$ cat src/rtl/uart_pkg.sv
// uart_pkg: FSM encodings, frame constants and baud helper shared by the UART TX and RX paths
package uart_pkg;
  localparam logic [1:0] IDLE  = 2'd0;
  localparam logic [1:0] START = 2'd1;
  localparam logic [1:0] DATA  = 2'd2;
  localparam logic [1:0] STOP  = 2'd3;
  localparam int DATA_BITS  = 8;
  localparam int FRAME_BITS = 10;
  function automatic int clks_per_bit(input int clk_hz, input int baud);
    return clk_hz / baud;
  endfunction
endpackage

$ cat src/rtl/sync_fifo.sv
// sync_fifo: single-clock FIFO with registered full/empty/level; writes while full are dropped
module sync_fifo #(
  parameter int WIDTH = 8,
  parameter int DEPTH = 16
) (
  input  logic                   clk,
  input  logic                   reset,
  input  logic                   wr_en,
  input  logic [WIDTH-1:0]       wr_data,
  input  logic                   rd_en,
  output logic [WIDTH-1:0]       rd_data,
  output logic                   full,
  output logic                   empty,
  output logic [$clog2(DEPTH):0] level
);
  localparam int AW = $clog2(DEPTH);
  logic [WIDTH-1:0] mem_q [DEPTH];
  logic [AW-1:0] wr_ptr_q, rd_ptr_q;
  logic [AW:0] level_q, level_d;
  logic full_q, empty_q, push, pop;
  assign push    = wr_en && !full_q;
  assign pop     = rd_en && !empty_q;
  assign level_d = level_q + {{AW{1'b0}}, push} - {{AW{1'b0}}, pop};
  assign rd_data = mem_q[rd_ptr_q];
  assign full    = full_q;
  assign empty   = empty_q;
  assign level   = level_q;
  // pointers and occupancy flags, all derived from the same next level so they never disagree
  always_ff @(posedge clk) begin
    if (reset) begin
      wr_ptr_q <= '0;
      rd_ptr_q <= '0;
      level_q  <= '0;
      full_q   <= 1'b0;
      empty_q  <= 1'b1;
    end else begin
      wr_ptr_q <= push ? wr_ptr_q + 1'b1 : wr_ptr_q;
      rd_ptr_q <= pop ? rd_ptr_q + 1'b1 : rd_ptr_q;
      level_q  <= level_d;
      full_q   <= level_d == (AW+1)'(DEPTH);
      empty_q  <= level_d == '0;
    end
  end
  // storage array, no reset needed since empty gates every read
  always_ff @(posedge clk) begin
    if (push) mem_q[wr_ptr_q] <= wr_data;
  end
endmodule

$ cat src/rtl/uart_tx.sv
// uart_tx: 8N1 UART transmitter draining an internal byte FIFO back-to-back onto tx
module uart_tx
  import uart_pkg::*;
#(
  parameter int CLKS_PER_BIT = 50,
  parameter int FIFO_DEPTH   = 16
) (
  input  logic                        clk,
  input  logic                        reset,
  input  logic                        wr_en,
  input  logic [7:0]                  wr_data,
  output logic                        full,
  output logic                        empty,
  output logic [$clog2(FIFO_DEPTH):0] level,
  output logic                        busy,
  output logic                        done,
  output logic                        tx
);
  localparam int CW = $clog2(CLKS_PER_BIT);
  localparam logic [CW-1:0] CNT_MAX = CW'(CLKS_PER_BIT - 1);
  logic [1:0] state_q, state_d;
  logic [CW-1:0] cnt_q, cnt_d;
  logic [2:0] bit_q, bit_d;
  logic [7:0] shift_q, shift_d, head;
  logic tx_q, tx_d, done_q, done_d, pop, last;
  sync_fifo #(.WIDTH(8), .DEPTH(FIFO_DEPTH)) u_fifo (
    .clk     (clk),
    .reset   (reset),
    .wr_en   (wr_en),
    .wr_data (wr_data),
    .rd_en   (pop),
    .rd_data (head),
    .full    (full),
    .empty   (empty),
    .level   (level)
  );
  assign last = cnt_q == CNT_MAX;
  assign busy = state_q != IDLE;
  assign done = done_q;
  assign tx   = tx_q;
  // frame sequencer: the stop-bit end pops the next byte directly so frames run gap-free
  always_comb begin
    state_d = state_q;
    cnt_d   = (state_q == IDLE || last) ? '0 : cnt_q + 1'b1;
    bit_d   = bit_q;
    shift_d = shift_q;
    tx_d    = tx_q;
    done_d  = 1'b0;
    pop     = 1'b0;
    case (state_q)
      IDLE: if (!empty) begin
        pop     = 1'b1;
        shift_d = head;
        tx_d    = 1'b0;
        state_d = START;
      end
      START: if (last) begin
        tx_d    = shift_q[0];
        bit_d   = '0;
        state_d = DATA;
      end
      DATA: if (last) begin
        if (bit_q == 3'(DATA_BITS - 1)) begin
          tx_d    = 1'b1;
          state_d = STOP;
        end else begin
          shift_d = shift_q >> 1;
          tx_d    = shift_q[1];
          bit_d   = bit_q + 1'b1;
        end
      end
      default: if (last) begin
        done_d  = 1'b1;
        pop     = !empty;
        shift_d = empty ? shift_q : head;
        tx_d    = empty;
        state_d = empty ? IDLE : START;
      end
    endcase
  end
  // state registers; reset parks the line high and abandons any frame in flight
  always_ff @(posedge clk) begin
    if (reset) begin
      state_q <= IDLE;
      cnt_q   <= '0;
      bit_q   <= '0;
      shift_q <= '0;
      tx_q    <= 1'b1;
      done_q  <= 1'b0;
    end else begin
      state_q <= state_d;
      cnt_q   <= cnt_d;
      bit_q   <= bit_d;
      shift_q <= shift_d;
      tx_q    <= tx_d;
      done_q  <= done_d;
    end
  end
endmodule

$ cat config.mk
export PLATFORM = sky130hd
export DESIGN_NAME = uart_tx
export DESIGN_NICKNAME = d
export VERILOG_FILES = /design/src/rtl/uart_pkg.sv /design/src/rtl/sync_fifo.sv /design/src/rtl/uart_tx.sv
export SDC_FILE = /design/constraint.sdc
export NUM_CORES = 1
export LEC_CHECK = 0
export CORE_UTILIZATION = 55
export CTS_CLUSTER_DIAMETER = 150
export DETAILED_ROUTE_END_ITERATION = 16
export GPL_ROUTABILITY_DRIVEN = 0
export GPL_TIMING_DRIVEN = 0
export HOLD_SLACK_MARGIN = 0.03
export PLACE_DENSITY = 0.8
export SLEW_MARGIN = 15
export SYNTH_ARGS = -nofsm -noshare
export SYNTH_HDL_FRONTEND = slang
export SYNTH_HIERARCHICAL = 1
export SYNTH_SLANG_ARGS = --single-unit
$ cat constraint.sdc
create_clock -name clk -period 7 [get_ports clk]
set_input_delay 0.7 -clock clk [delete_from_list [all_inputs] [get_ports clk]]
set_output_delay 0.7 -clock clk [all_outputs]
set_load 0.02 [all_outputs]
Yosys cells after proc, flatten, opt, wreduce, memory -nomap -nowiden
Memory sizes are Yosys's and may differ from the RTL's. A register that Yosys moved wholly into a read port is not among the register bits.
Cells that the tools add are included.
- memories kept: 1
- bits of input ports: 11
- flip-flop bits (word level): 36
- output and inout bits: 10
- bits in writable memories: 128
- memory list (memory ; depth ; bits a word ; rd ports ; clocked after Yosys merged registers in ; write ports ; line ; RTL):
    u_fifo.mem_q ; 16 ; 8 ; 1 ; 1 ; 1 ; sync_fifo.sv:17 ; logic [WIDTH-1:0] mem_q [DEPTH];
- equality and inequality tests: 10
- add/subtract/negate cells: 6
- multiplexer cells: 30
- reduce and logical (&&, ||, !) cells: 17
- bitwise gates (word level): 1
- operator list (cell ; number):
    $mux 8 ; 4
    $pmux 8 s3 ; 1
    $reduce_and 4->1 ; 3
    $mux 1 ; 11
    $mux 2 ; 5
    $ne 2x2->1 const B ; 5
    $mux 3 ; 3
    $add 4x1->4 const B ; 2
    $mux 4 ; 2
    $add 6x1->6 const B ; 1
    $eq 6x6->1 const B ; 1
    $pmux 2 s3 ; 1
    $pmux 3 s2 ; 1
    $reduce_bool 2->1 ; 3
    $add 5x1->5 ; 1
    $eq 5x5->1 const B ; 1
    $logic_not 5->1 ; 1
    $reduce_and 5->1 ; 1
    $sub 5x1->5 ; 1
    $reduce_or 2->1 ; 2
    $reduce_or 4->1 ; 1
    $add 3x1->3 const B ; 1
    $eq 3x3->1 const B ; 1
    $pmux 1 s3 ; 1
    other kinds (8) ; 10

Logic depth before layout (Yosys ltp)
Gate-level depths: netlist of run 1.
- depth after elaboration: 6
- gate-level depth with buffers: 16

Cells and area by module
Netlist of run 1, hierarchy kept.
- modules (own cells, without submodules) (module ; cells each ; area an instance (um^2) ; instances):
    sync_fifo ; 311 ; 5816.8 ; 1
    uart_tx ; 135 ; 1147.4 ; 1

Worst setup path after synthesis of run 1
Ideal clock, no wire load.
- path type: register to register
- start: register cnt_q[0]
- end: register u_fifo.empty_q, in the netlist u_fifo/empty
- path buffers: 2
- required time: 6.884 ns
- setup slack: 4.180 ns
- stages on the path, launching flop included: 16
- period minus slack after synthesis: 2.820 ns
- library setup time: 0.116 ns
- data arrival time: 2.704 ns
- cell sequence: dfxtp_1 ha_1 and2_1 buf_2 nand3_1 a21oi_1 nor2b_1 clkbuf_1 xor2_1 ha_1 inv_1 fa_1 nand2b_1 a21oi_1 xnor2_1 a41o_1
- cells in the longest elaborated chain, start to end: 6
- RTL lines (element ; line ; RTL):
    start: declaration ; uart_tx.sv:22 ; logic [CW-1:0] cnt_q, cnt_d;
    start signal: assignment ; uart_tx.sv:92 ; cnt_q <= cnt_d;
    $eq 6x6->1 ; uart_tx.sv:37 ; assign last = cnt_q == CNT_MAX;
    $mux 1 ; uart_tx.sv:72 ; default: if (last) begin
    $pmux 1 s2 ; uart_tx.sv:50 ; case (state_q)
    named net pop ; uart_tx.sv:25 ; logic tx_q, tx_d, done_q, done_d, pop, last;
    $logic_and 1x1->1 ; sync_fifo.sv:22 ; assign pop = rd_en && !empty_q;
    $sub 5x1->5 ; sync_fifo.sv:23 ; assign level_d = level_q + {{AW{1'b0}}, push} - {{AW{1'b0}}, pop};
    $logic_not 5->1 ; sync_fifo.sv:41 ; empty_q <= level_d == '0;
    end signal: assignment ; sync_fifo.sv:35 ; empty_q <= 1'b1;
    end signal: assignment ; sync_fifo.sv:41 ;
    end: declaration ; sync_fifo.sv:20 ; logic full_q, empty_q, push, pop;
The timed path passes the listed nets, and every way through them passes these cells.
A chain may end at the register's enable or synchronous reset.

Worst setup path in the final report of run 1
- start: register cnt_q[4]
- end: register u_fifo.empty_q, in the netlist u_fifo/empty
The elaborated chain is that of the path after synthesis.

==> impl_metrics.json, run 1 <==
{
  "status": "complete, no violations",
  "final_routed_wirelength_mm": 13.7,
  "netSwitchingFraction_pct": 30.4,
  "grt_setup_unrepaired": "no",
  "power_frac_comb_pct": 27.5,
  "initial_core_util_pct": 57.3,
  "cts_post_setup_buffers_inserted": 0,
  "route.antenna.remaining_nets": 0,
  "cp_cell_sequence": "nor3b_4, nand3_1, a21oi_1, nor2b_1, clkbuf_1, xor2_1, ha_1, inv_1, fa_1, nand2b_1, a21oi_1, xnor2_1, a41o_1",
  "net-switching-power_uw": 882,
  "detail_route.wl_per_cell_um": 20.6,
  "grt_pass1_wl_mm": 21.5,
  "yosysTopAreaCellShare_pct": 55.2,
  "power_mw": 2.90,
  "clock-root-buffer": "sky130_fd_sc_hd__clkbuf_16",
  "critical_path.slowest_cell": "sky130_fd_sc_hd__nor3b_4",
  "drcViolationCount": 0,
  "grt_pass1_vias": 3965,
  "internal-power_mw": 2.02,
  "count_of_hold_buffers_inserted_by_post_cts_repair": 0,
  "htree_levels": 4,
  "route.vias.total": 3985,
  "final_cell_mix": "sky130_fd_sc_hd__edfxtp_1 (128), sky130_fd_sc_hd__nor2_1 (47), sky130_fd_sc_hd__dfxtp_1 (40), sky130_fd_sc_hd__nand2_1 (23), sky130_fd_sc_hd__inv_1 (22)",
  "post_cts_resize_count": 0,
  "syn_avg_cell_area_um2": 15.6,
  "globalRouteTotalUtil_pct": 22.9,
  "worst_setup_path_start_kind": "register",
  "clockPowerShare_pct": 30.7,
  "synth.largest_area_cell": "sky130_fd_sc_hd__edfxtp_1",
  "min_path_type": "register to register",
  "synth.cell_area_um2": 6960,
  "final_hold_viol_count": 0,
  "overflow": 0,
  "floorplan.die_area_um2": 13100,
  "number_of_flops_mapped_to_enable_cells_by_yosys": 128,
  "post_synth_inst_count": 446,
  "drtIter0Drc": 397,
  "clock_sink_count": 168,
  "power.density_cell_area_nw_per_um2": 364,
  "critPathCaptureType": "register",
  "design.portCount": 21,
  "final.min_clock_period_ns": 3.26,
  "netlist-cell-type-count": 43,
  "flow.area_growth_from_synthesis_pct": 14.3,
  "finalClockSkew_ns": 0.00661,
  "critical_path.max_stage_delay_ns": 0.48,
  "yosys_warnings": 6,
  "maxSlewViolCount": 0,
  "power.ir.vdd_worst_mv": 0.220,
  "final.period_utilization_pct": 46.5,
  "clkLatencyLatePin_ns": 0.42,
  "drive_gt1_share_pct": 13.7,
  "viasPerCell": 5.98,
  "num-nets-final": 514,
  "worst-path-buf-inv": 2,
  "power_leakage_nw": 2.76,
  "maxSlewHeadroom_pct": 42.8,
  "yosysSeqAreaShare_pct": 66.7,
  "cts_made_buffers": 17,
  "placement_rows": 40,
  "grt_max_degree": 17,
  "sequentialPowerShare_pct": 41.8,
  "finalSetupTns_ns": 0,
  "coreArea_um2": 12200,
  "critical_path_arrival_ns": 3.56,
  "cp.required_ns": 7.30,
  "final-setup-viol-count": 0,
  "drtPass1Iterations": 7,
  "die_w_um": 115,
  "max_clock_freq_mhz": 307,
  "synthesized_net_count": 475,
  "numPortBuffers": 20,
  "ys_top_cells_by_area": "sky130_fd_sc_hd__edfxtp_1 (55%), sky130_fd_sc_hd__dfxtp_1 (11%), sky130_fd_sc_hd__mux4_2 (5.8%), sky130_fd_sc_hd__mux4_1 (5.3%), sky130_fd_sc_hd__ha_1 (3.1%)",
  "crit_type": "register to register",
  "worst-slew-pin-transition_ns": 0.854,
  "max_cap_violations": 0,
  "dp_hpwl_mm": 8.76,
  "synth_async_sr_flop_share_pct": 0,
  "cp_top_family": "simple AND/OR/NAND/NOR gates",
  "layout_commonest_cell": "sky130_fd_sc_hd__edfxtp_1",
  "worstPathMaxFanout": 10,
  "critPathMostFrequentCell": "sky130_fd_sc_hd__a21oi_1",
  "die_h_um": 115,
  "total_inserted_antenna_cells": 0,
  "cts.clk_slew.worst_paths_ns": 0.06,
  "tritoncts": "built",
  "cts-root-to-sink-buffers": 2,
  "grt_antenna_before_repair": 0,
  "synth_top_flop_cell": "sky130_fd_sc_hd__edfxtp_1",
  "ys_seq_elements": 168
}
-- area by class of cell --
cell class              count  area, um^2
multi-input cells         235        2130
clock inverters            15         143
clock buffers              17         425
repair buffers             20         200
fillers                   805        4200
well taps                 168         210
plain buffers              21         130
flip-flops and latches    168        4640
inverters                  22        82.6
-- path summary, 6_finish.rpt --
kind	start	end	slack, ns	cells after the start
setup / recovery	cnt_q[4]	u_fifo/empty	3.74	13
setup reg to reg	cnt_q[4]	u_fifo/empty	3.74	13
hold / removal	cnt_q[0]	cnt_q[0]	0.47	1
hold reg to reg	cnt_q[0]	cnt_q[0]	0.47	1
-- registers in the layout (all words and copies together) (netlist names), named ones only --
register and flops:
u_fifo/mem_q 128, shift_q 8, cnt_q 6, u_fifo/level 5, u_fifo/rd_ptr_q 4, u_fifo/wr_ptr_q 4
bit_q 3, state_q 2, done 1, tx 1, u_fifo/empty 1, u_fifo/full 1
-- power groups by stage --
stage          clock [mW]  combinational (mW)  sequential (mW)
2_1_floorplan           0               0.554             1.24
3_3_place_gp            0               0.749             1.23
3_5_place_dp            0               0.782             1.23
4_1_cts             0.900               0.800             1.21
5_1_grt             0.935               0.874             1.22
6_report            0.889               0.798             1.21
-- per-layer routing --
| metal | part of all wire (%) | wire [um] | up-vias | track usage, % |
|---|---|---|---|---|
| li1 | - | - | 1784 | - |
| met1 | 39 | 5390 | 2011 | 29.3 |
| met2 | 53 | 7200 | 166 | 39.1 |
| met3 | 6.3 | 858 | 24 | 4.71 |
| met4 | 1.8 | 242 | 0 | 8.05 |
| met5 | 0 | 0 | - | 0 |
-- cells in the mapped netlist (6+ instances only) --
| library cell | n |
|---|---|
| sky130_fd_sc_hd__a211oi_1 | 8 |
| sky130_fd_sc_hd__mux4_2 | 18 |
| sky130_fd_sc_hd__nand2b_1 | 6 |
| sky130_fd_sc_hd__mux4_1 | 14 |
| sky130_fd_sc_hd__ha_1 | 17 |
| sky130_fd_sc_hd__o21ai_0 | 6 |
| sky130_fd_sc_hd__nor2b_1 | 6 |
| sky130_fd_sc_hd__clkbuf_1 | 9 |
| sky130_fd_sc_hd__edfxtp_1 | 128 |
| sky130_fd_sc_hd__xnor2_1 | 6 |
| sky130_fd_sc_hd__nor2_1 | 47 |
| sky130_fd_sc_hd__a21oi_1 | 11 |
| sky130_fd_sc_hd__nand3_1 | 6 |
| sky130_fd_sc_hd__inv_1 | 22 |
| sky130_fd_sc_hd__dfxtp_1 | 40 |
| sky130_fd_sc_hd__xor2_1 | 9 |
| sky130_fd_sc_hd__a221oi_1 | 7 |
| sky130_fd_sc_hd__a22oi_1 | 16 |
| sky130_fd_sc_hd__nand2_1 | 23 |
-- through the flow --
| step | hold slack, ns | setup slack, ns | cell area [um^2] | instances | utilization (%) |
|---|---|---|---|---|---|
| after floorplan | 0.429 | 4.18 | 6960 | 446 | - |
| after detailed placement | 0.463 | 3.60 | 7380 | 634 | 60.7 |
| after global routing | 0.495 | 3.42 | 7960 | 666 | 65.5 |
| after CTS | 0.477 | 3.73 | 7950 | 666 | 65.4 |
| after global placement | 0.444 | 3.72 | 7370 | 634 | 60.6 |
| final | 0.472 | 3.74 | 7960 | 666 | 65.5 |
-- kinds of logic (layout without fill, tap and decap cells) --
logic type,after synthesis,after routing,synth area share (%)
XOR/XNOR,15,15,1.89
adder cells (fa/ha/maj),18,18,3.34
AO/OA/AOI/OAI,58,58,5.75
flip-flops,168,168,66.7
multiplexers,35,35,11.5
buffers and inverters,43,95,3.05
AND/OR/NAND/NOR,109,109,7.74
(Power assumes the default switching activity.)
==> run 2, diff against run 1 <==
--- a/config.mk
+++ b/config.mk
@@ -11,7 +11,7 @@
 export GPL_ROUTABILITY_DRIVEN = 0
 export GPL_TIMING_DRIVEN = 0
 export HOLD_SLACK_MARGIN = 0.03
-export PLACE_DENSITY = 0.8
+export PLACE_DENSITY = 0.83
 export SLEW_MARGIN = 15
 export SYNTH_ARGS = -nofsm -noshare
 export SYNTH_HDL_FRONTEND = slang
==> constraint.sdc (replaced) <==
create_clock -name clk -period 2.7 [get_ports clk]
set_input_delay 0.27 -clock clk [delete_from_list [all_inputs] [get_ports clk]]
set_output_delay 0.27 -clock clk [all_outputs]
set_load 0.02 [all_outputs]
==> impl_metrics.json, run 2 (same netlist as run 1, synthesis figures left out) <==
{
  "design.portCount": 21,
  "drive_gt1_share_pct": 18.6,
  "maxSlewHeadroom_pct": 41.0,
  "cp_cell_sequence": "inv_1, ha_4, nand2b_1, a21oi_2, nor2b_4, xor2_1, ha_2, inv_2, fa_2, nor2b_4, nand2_2, nor4bb_2",
  "worstPathMaxFanout": 7,
  "htree_levels": 4,
  "final_hold_viol_count": 0,
  "cts.clk_slew.worst_paths_ns": 0.06,
  "critical_path.max_stage_delay_ns": 0.53,
  "status": "complete, no violations",
  "clkLatencyLatePin_ns": 0.42,
  "final_area_um2": 8130,
  "final_cell_mix": "sky130_fd_sc_hd__edfxtp_1 (128), sky130_fd_sc_hd__nor2_1 (47), sky130_fd_sc_hd__dfxtp_1 (38), sky130_fd_sc_hd__nand2_1 (22)",
  "grt_antenna_before_repair": 0,
  "largest_register_ffs": 128,
  "coreArea_um2": 12200,
  "drcViolationCount": 0,
  "placement.setup.worst_slack_ns": -0.382,
  "utilization_pct": 66.9,
  "whs_path_depth": 2,
  "internal-power_mw": 5.52,
  "power_frac_comb_pct": 30.6,
  "critical_path.slowest_cell": "sky130_fd_sc_hd__fa_2",
  "net-switching-power_mw": 2.39,
  "crit_type": "register to register",
  "globalRouteTotalUtil_pct": 24.6,
  "numPortBuffers": 20,
  "drtIter0Drc": 374,
  "power_mw": 7.91,
  "critical_path_arrival_ns": 2.94,
  "cp.required_ns": 3.03,
  "floorplan.die_area_um2": 13100,
  "total_inserted_antenna_cells": 0,
  "max_clock_freq_mhz": 383,
  "sequentialPowerShare_pct": 39.8,
  "worst-slew-pin-transition_ns": 0.881,
  "drtPass1Iterations": 6,
  "largest-register": "u_fifo/mem_q",
  "detail_route.wl_per_cell_um": 21.7,
  "power.ir.vdd_worst_mv": 0.592,
  "max_cap_violations": 0,
  "place_area_um2": 7380,
  "initial_core_util_pct": 57.3,
  "final.period_utilization_pct": 96.8,
  "worst_r2r_path_depth": 12,
  "grt_pass1_vias": 4109,
  "placement_rows": 40,
  "cts_made_buffers": 17,
  "final.min_clock_period_ns": 2.61,
  "finalClockSkew_ns": 0.00540,
  "clockPowerShare_pct": 29.5,
  "final_worst_slack_ns": 0.0860,
  "route.vias.total": 4116,
  "route.antenna.remaining_nets": 0,
  "min_path_type": "register to register",
  "clock-root-buffer": "sky130_fd_sc_hd__clkbuf_16",
  "grt_pass1_wl_mm": 22.7,
  "cts-root-to-sink-buffers": 2,
  "viasPerCell": 6.12,
  "count_of_hold_buffers_inserted_by_post_cts_repair": 0,
  "die_w_um": 115,
  "netSwitchingFraction_pct": 30.2,
  "num-nets-final": 521,
  "fin_worst_hold_slack_ns": 0.489,
  "flow.area_growth_from_synthesis_pct": 16.7,
  "critPathCaptureType": "register",
  "power.density_cell_area_nw_per_um2": 973,
  "die_h_um": 115,
  "final-setup-viol-count": 0,
  "dp_hpwl_mm": 9.06,
  "reg.largest.list": "u_fifo/mem_q: 128 flops, shift_q: 8 flops, cnt_q: 6 flops",
  "overflow": 0,
  "worst_setup_path_start_kind": "register",
  "final_routed_wirelength_mm": 14.6,
  "critPathMostFrequentCell": "sky130_fd_sc_hd__nor2b_4",
  "maxSlewViolCount": 0,
  "grt_max_degree": 17,
  "clock_sink_count": 168,
  "layout_commonest_cell": "sky130_fd_sc_hd__edfxtp_1",
  "tritoncts": "built",
  "power_leakage_nw": 2.83
}
-- run 2: routing by layer --
metal	track usage (%)	part of all wire [%]
met5	0	0
met1	30.6	37
met3	4.66	7.3
met4	13.4	4.2
met2	41.0	51
-- run 2: worst max-delay path, delay by kind of cell, from the launching register on --
kind,cells,cell delay [ns]
compound gates,1,0.14
buf+inv,2,0.17
xor+xnor,1,0.17
simple gates,5,0.78
fa+ha+maj,3,0.93
flops,1,0.34
-- run 2: cell type report --
cell class                      instances  area [um^2]
Timing Repair Buffer                   29          268
Buffer                                 19          121
Sequential cell                       168         4650
Clock buffer                           18          429
Fill cell                             752         4030
Multi-Input combinational cell        235         2220
Clock inverter                         14          148
Tap cell                              168          210
Inverter                               22         82.6
-- run 2: power by group through the flow --
stage | combinational (mW) | sequential (mW) | clock, mW
after floorplan | 1.45 | 3.22 | 0
after global routing | 2.59 | 3.18 | 2.45
final | 2.42 | 3.15 | 2.34
after detailed placement | 2.04 | 3.19 | 0
after CTS | 2.24 | 3.15 | 2.35
after global placement | 1.96 | 3.17 | 0
-- run 2: metrics by stage --
| stage | setup TNS (ns) | std cells |
|---|---|---|
| finish | 0 | 673 |
| global route | -0.00472 | 673 |
| CTS | -0.0411 | 671 |
| detailed placement | -7.52 | 634 |
| floorplan | 0 | 446 |
| global placement | -6.49 | 634 |
-- run 2: what timing repair did --
| item | 4_1_cts | 5_1_grt |
|---|---|---|
| gates resized for setup | 17 | 8 |
| endpoints found under the setup margin | 4 | 3 |
| setup buffers | 6 | 3 |
| pin swaps | 8 | 8 |
-- run 2: final timing paths --
check	startpoint	end	slack, ns
max	state_q[0]	u_fifo/full	0.09
min	shift_q[7]	shift_q[7]	0.49
max reg2reg	state_q[0]	u_fifo/full	0.09
min reg2reg	shift_q[7]	shift_q[7]	0.49
